## src/rtl/gray_pkg.sv

```systemverilog
// gray_pkg: Gray/binary conversion and parity helpers shared by the Gray counters
package gray_pkg;
    localparam int GRAY_MAX_W = 16;

    function automatic logic [GRAY_MAX_W-1:0] bin2gray(input logic [GRAY_MAX_W-1:0] b);
        return b ^ (b >> 1);
    endfunction

    function automatic logic [GRAY_MAX_W-1:0] gray2bin(input logic [GRAY_MAX_W-1:0] g);
        logic [GRAY_MAX_W-1:0] b;
        b[GRAY_MAX_W-1] = g[GRAY_MAX_W-1];
        for (int k = GRAY_MAX_W - 2; k >= 0; k--) b[k] = b[k+1] ^ g[k];
        return b;
    endfunction

    function automatic logic parity(input logic [GRAY_MAX_W-1:0] v);
        return ^v;
    endfunction
endpackage

```

## src/rtl/gray_step_cell.sv

```systemverilog
// gray_step_cell: decides whether one Gray bit toggles on a counting step
module gray_step_cell #(
    parameter bit IS_LSB = 1'b0,
    parameter bit IS_MSB = 1'b0
) (
    input  logic en,
    input  logic up,
    input  logic par,
    input  logic no_ones_below,
    input  logic q_below,
    output logic toggle
);
    logic w_sel0;
    // bit 0 moves on even parity going up, odd parity going down
    assign w_sel0 = par ^ up;
    // the MSB also absorbs the "no lower bit set" case (1000 up, 0000 down)
    assign toggle = en & (IS_LSB ? w_sel0 : ~w_sel0 & no_ones_below & (IS_MSB | q_below));
endmodule

```

## src/rtl/gray_counter_param.sv

```systemverilog
// gray_counter_param: WIDTH-bit up/down Gray counter with clear, load, wrap/saturate,
// terminal-count pulse and a registered binary mirror
module gray_counter_param
    import gray_pkg::*;
#(
    parameter int          WIDTH    = 4,
    parameter bit          SATURATE = 1'b0,
    parameter int unsigned RST_VAL  = 0
) (
    input  logic             clk_master,
    input  logic             rstb,
    input  logic             en,
    input  logic             up,
    input  logic             clr,
    input  logic             load,
    input  logic [WIDTH-1:0] load_val,
    output logic [WIDTH-1:0] gray_q,
    output logic [WIDTH-1:0] bin_q,
    output logic             tc
);
    localparam logic [WIDTH-1:0] BIN_RST  = WIDTH'(RST_VAL);
    localparam logic [WIDTH-1:0] GRAY_RST = WIDTH'(bin2gray(GRAY_MAX_W'(BIN_RST)));

    logic [WIDTH-1:0] r_gray, r_bin, w_toggle, w_q_below, w_low_zero, w_gray_nxt, w_bin_nxt;
    logic r_tc, r_hit, w_par, w_at_end, w_step, w_tc_nxt, w_hit_nxt;

    assign w_par     = parity(GRAY_MAX_W'(r_gray));
    assign w_at_end  = up ? &r_bin : ~|r_bin;
    assign w_step    = en & ~(SATURATE & w_at_end);
    assign w_q_below = {r_gray[WIDTH-2:0], 1'b0};

    always_comb begin
        w_low_zero[0] = 1'b1;
        for (int k = 1; k < WIDTH; k++) w_low_zero[k] = w_low_zero[k-1] & ~w_q_below[k-1];
    end

    genvar i;
    for (i = 0; i < WIDTH; i++) begin : g_bit
        gray_step_cell #(
            .IS_LSB(i == 0),
            .IS_MSB(i == WIDTH - 1)
        ) u_cell (
            .en           (w_step),
            .up           (up),
            .par          (w_par),
            .no_ones_below(w_low_zero[i]),
            .q_below      (w_q_below[i]),
            .toggle       (w_toggle[i])
        );
    end

    // r_hit remembers that the current saturation block already pulsed tc
    always_comb begin
        w_gray_nxt = r_gray;
        w_bin_nxt  = r_bin;
        w_tc_nxt   = 1'b0;
        w_hit_nxt  = r_hit;
        if (clr) begin
            w_gray_nxt = '0;
            w_bin_nxt  = '0;
            w_hit_nxt  = 1'b0;
        end else if (load) begin
            w_gray_nxt = WIDTH'(bin2gray(GRAY_MAX_W'(load_val)));
            w_bin_nxt  = load_val;
            w_hit_nxt  = 1'b0;
        end else if (w_step) begin
            w_gray_nxt = r_gray ^ w_toggle;
            w_bin_nxt  = up ? r_bin + WIDTH'(1) : r_bin - WIDTH'(1);
            w_tc_nxt   = w_at_end;
            w_hit_nxt  = 1'b0;
        end else if (en) begin
            w_tc_nxt  = ~r_hit;
            w_hit_nxt = 1'b1;
        end
    end

    always_ff @(posedge clk_master or negedge rstb) begin
        if (!rstb) begin
            r_gray <= GRAY_RST;
            r_bin  <= BIN_RST;
            r_tc   <= 1'b0;
            r_hit  <= 1'b0;
        end else begin
            r_gray <= w_gray_nxt;
            r_bin  <= w_bin_nxt;
            r_tc   <= w_tc_nxt;
            r_hit  <= w_hit_nxt;
        end
    end

    assign gray_q = r_gray;
    assign bin_q  = r_bin;
    assign tc     = r_tc;
endmodule

```

## config.mk

```make
export PLATFORM = sky130hd
export DESIGN_NAME = gray_counter_param
export DESIGN_NICKNAME = d
export VERILOG_FILES = /design/src/rtl/gray_pkg.sv /design/src/rtl/gray_step_cell.sv /design/src/rtl/gray_counter_param.sv
export SDC_FILE = /design/constraint.sdc
export NUM_CORES = 1
export LEC_CHECK = 0
export ABC_AREA = 1
export CAP_MARGIN = 20
export CORE_MARGIN = 4
export CORE_UTILIZATION = 45
export CTS_CLUSTER_SIZE = 10
export DETAILED_ROUTE_END_ITERATION = 8
export GPL_TIMING_DRIVEN = 0
export PLACE_DENSITY = 0.73
export SKIP_LAST_GASP = 1
export SLEW_MARGIN = 20
export SYNTH_ARGS = -nofsm -noshare
export SYNTH_HDL_FRONTEND = slang
export SYNTH_SLANG_ARGS = --single-unit
```

## constraint.sdc

```tcl
create_clock -name clk_master -period 5.3 [get_ports clk_master]
set_clock_uncertainty 0.2 [all_clocks]
set_input_delay 1.06 -clock clk_master [delete_from_list [all_inputs] [get_ports clk_master]]
set_output_delay 1.06 -clock clk_master [all_outputs]
set_load 0.01 [all_outputs]
```

==> impl_metrics.tcl, run 1 <==
set metrics [dict create \
    ys_top_cells_by_count "35 x nand2_1, 19 x inv_1, 9 x dfrtp_1" \
    cp_max_fo 5 \
    hold_slack_ps 329 \
    grt_max_degree 10 \
    setup_tns_ps 0 \
    clock_sinks 9 \
    cts_tree "yes" \
    synth_area_leaders "dfrtp_1 27%, nand2_1 16%, inv_1 8.7%, nand2_4 5.5%, ha_1 4.6%" \
    yosys.area.top_type "dfrtp_1" \
    worst_pin_slew_ps 433 \
    synth_fa_ha_area_share_pct 6.99 \
    fin_cells 165 \
    yosysWarnings 0 \
    fin_crit_sh_pct 50.4 \
    overflow 0 \
    via_per_inst 4.87 \
    synthCells 119 \
    slew_headroom_pct 71.0 \
    clockBufferDepth 2 \
    gr-usage-all-layers_pct 15.0 \
    hold_viol 0 \
    syn-num-nets 133 \
    worstReg2RegStart "gray_q[0]" \
    hold_buffers 0 \
    final_max_slew_viol_count 0 \
    dieArea_um2 2580 \
    fin_nets 155 \
    ctsResizeCount 0 \
    synth.most_common_cell "nand2_1" \
    maxCapViolCount 0 \
    startpoint_type "input port" \
    core-area_um2 1730 \
    drt_iter0_drc 21 \
    dp_cells 161 \
    setup_viol 0 \
    crit_arrival_ps 2620 \
    fmax_ghz 0.375 \
    cp-end-kind "flip-flop" \
    syn_to_final_growth_pct 27.8 \
    pin_count 19 \
    post-cts-setup-buffer-count 0 \
    synth_top_family_by_area "simple AND/OR/NAND/NOR gates" \
    required_ps 5260 \
    die_h_um 50.8 \
    critPathLaunch "up" \
    synth_top_area_share_pct 27.4 \
    design_area_um2 1050 \
    start_util_pct 47.7 \
    antenna_left 0 \
    vias 803 \
    worstHoldStart "bin_q[3]" \
    diodes 0 \
    numCtsBuffers 3 \
    die_x_um 50.8 \
    route.detailed.drc 0 \
    path_class "in2reg" \
    syn_area_per_cell_um2 6.92 \
    finalWeightedCongestion 0.837 \
    antenna_found_initial 0 \
    synth_compound_area_share_pct 12.8 \
    cellLeakagePower_nw 0.550 \
    clock_latency_ps 270 \
    synth_ff_type "dfrtp_1" \
    synth_area_um2 823 \
    ctsRootBufferMaster "clkbuf_4" \
    hold_class "reg2reg" \
    cts.reportedPaths.clkPinSlew_ps 60 \
    rows 15 \
    fin_util_pct 60.9 \
    synthSimpleGateAreaFrac_pct 35.3 \
    port_buffers 17 \
    dp_hpwl_mm 1.37 \
    dr.pass1.iters 4 \
    dpl_cell_area_um2 1020 \
    grt_pass1_wl_mm 2.84 \
    status "completed" \
    drive_gt1_share_pct 15.7 \
    synth-xor-area-share_pct 3.19 \
    synthMuxAreaShare_pct 0 \
    ys_ff_latch 9 \
    wirelength_mm 1.77 \
    post_drt_wl_per_cell_um 10.7 \
    layout_min_cycle_time_ps 2670 \
    synth_cell_types 28 \
    grt_pass1_vias 657 \
    synth-async-reset-ratio_pct 100 \
    power.density_nw_per_um2 232 \
    vdd_drop_max_v 0.000167 \
    rsz0062_at_grt "no" \
    h-tree-depth 1 \
    synth_edf_count 0 \
    seq_area_frac_synth_pct 27.4 \
]
## layout by cell type, fill, tap and decap left out, drive strengths merged
master | Yosys | routed
o22ai | 2 | 2
buf | 4 | 4
nand3 | 6 | 6
o21ai | 4 | 4
a21oi | 6 | 6
nor3 | 2 | 2
a31oi | 2 | 2
inv | 22 | 22
ha | 3 | 3
clkinv | 0 | 1
a22oi | 1 | 1
xor2 | 1 | 1
dfrtp | 9 | 9
clkdlybuf4s50 | 0 | 17
o211ai | 1 | 1
xnor2 | 2 | 2
nor2 | 8 | 8
a21boi | 1 | 1
fa | 1 | 1
clkbuf | 0 | 3
nand2 | 41 | 41
nand4 | 3 | 3
## cell families after synthesis
kind of cell | count (synthesis)
compound gates | 17
xor+xnor | 3
fa+ha+maj | 4
buf+inv | 26
flops | 9
simple gates | 60
## routing by layer
layer | up-vias | part of all wire [%] | global-route usage (%)
met1 | 354 | 46 | 19.3
met4 | 0 | 2.7 | 9.42
met3 | 5 | 5.5 | 2.08
met5 | - | 0 | 0
met2 | 25 | 46 | 23.3
li1 | 419 | - | -
## metrics by stage
step,setup WS (ps),power (mW)
5_1_grt,2500,0.261
2_1_floorplan,3040,0.154
3_3_place_gp,2340,0.186
6_report,2630,0.244
3_5_place_dp,2340,0.188
4_1_cts,2630,0.246
## where the power goes
group | internal, mW | switching, mW | leakage, nW
sequential | 0.0754 | 0.00923 | 0.117
clock | 0.0280 | 0.0274 | 0.0177
combinational | 0.0479 | 0.0557 | 0.415
## final timing paths
kind | cells past startpoint | endpoint | slack, ps
max | 6 | bin_q[2] | 2630
min | 2 | bin_q[3] | 330
max reg2reg | 10 | gray_q[0] | 3400
min reg2reg | 2 | bin_q[3] | 330
max in group asynchronous | 1 | bin_q[1] | 3710
min in group asynchronous | 1 | gray_q[3] | 890
## layout make-up
class,instances,area [um2]
fill,181,674
multi-input combinational,84,479
sequential,9,225
timing repair buffer,17,170
inverter,22,85.1
buffer,4,33.8
tap,25,31.3
clock buffer,3,22.5
clock inverter,1,5.00
## state kept, by name, indices dropped and copies added (netlist names)
name and flops:
bin_q 4, gray_q 4, tc 1
## critical path, cell delays in order
cell and delay, ps:
clkdlybuf4s50_1 560, inv_1 150, fa_1 450, xor2_1 170
o211ai_1 150, o21ai_1 90
Power figures use the tool's default switching activity.
==> run 2, diff against run 1 <==
==> constraint.sdc (replaced) <==
create_clock -name clk_master -period 2.5 [get_ports clk_master]
set_clock_uncertainty 0.2 [all_clocks]
set_input_delay 0.5 -clock clk_master [delete_from_list [all_inputs] [get_ports clk_master]]
set_output_delay 0.5 -clock clk_master [all_outputs]
set_load 0.01 [all_outputs]
==> results of run 2 <==
Same layout as run 1 (identical final DEF). Status: completed.
Among the figures that moved: setup slack after placement 2340 ps -> 100 ps; setup slack after layout 2630 ps -> 391 ps; register-to-register setup slack 3400 ps -> 600 ps; total power 0.244 mW -> 0.517 mW; worst IR drop on VDD 0.000167 V -> 0.000355 V
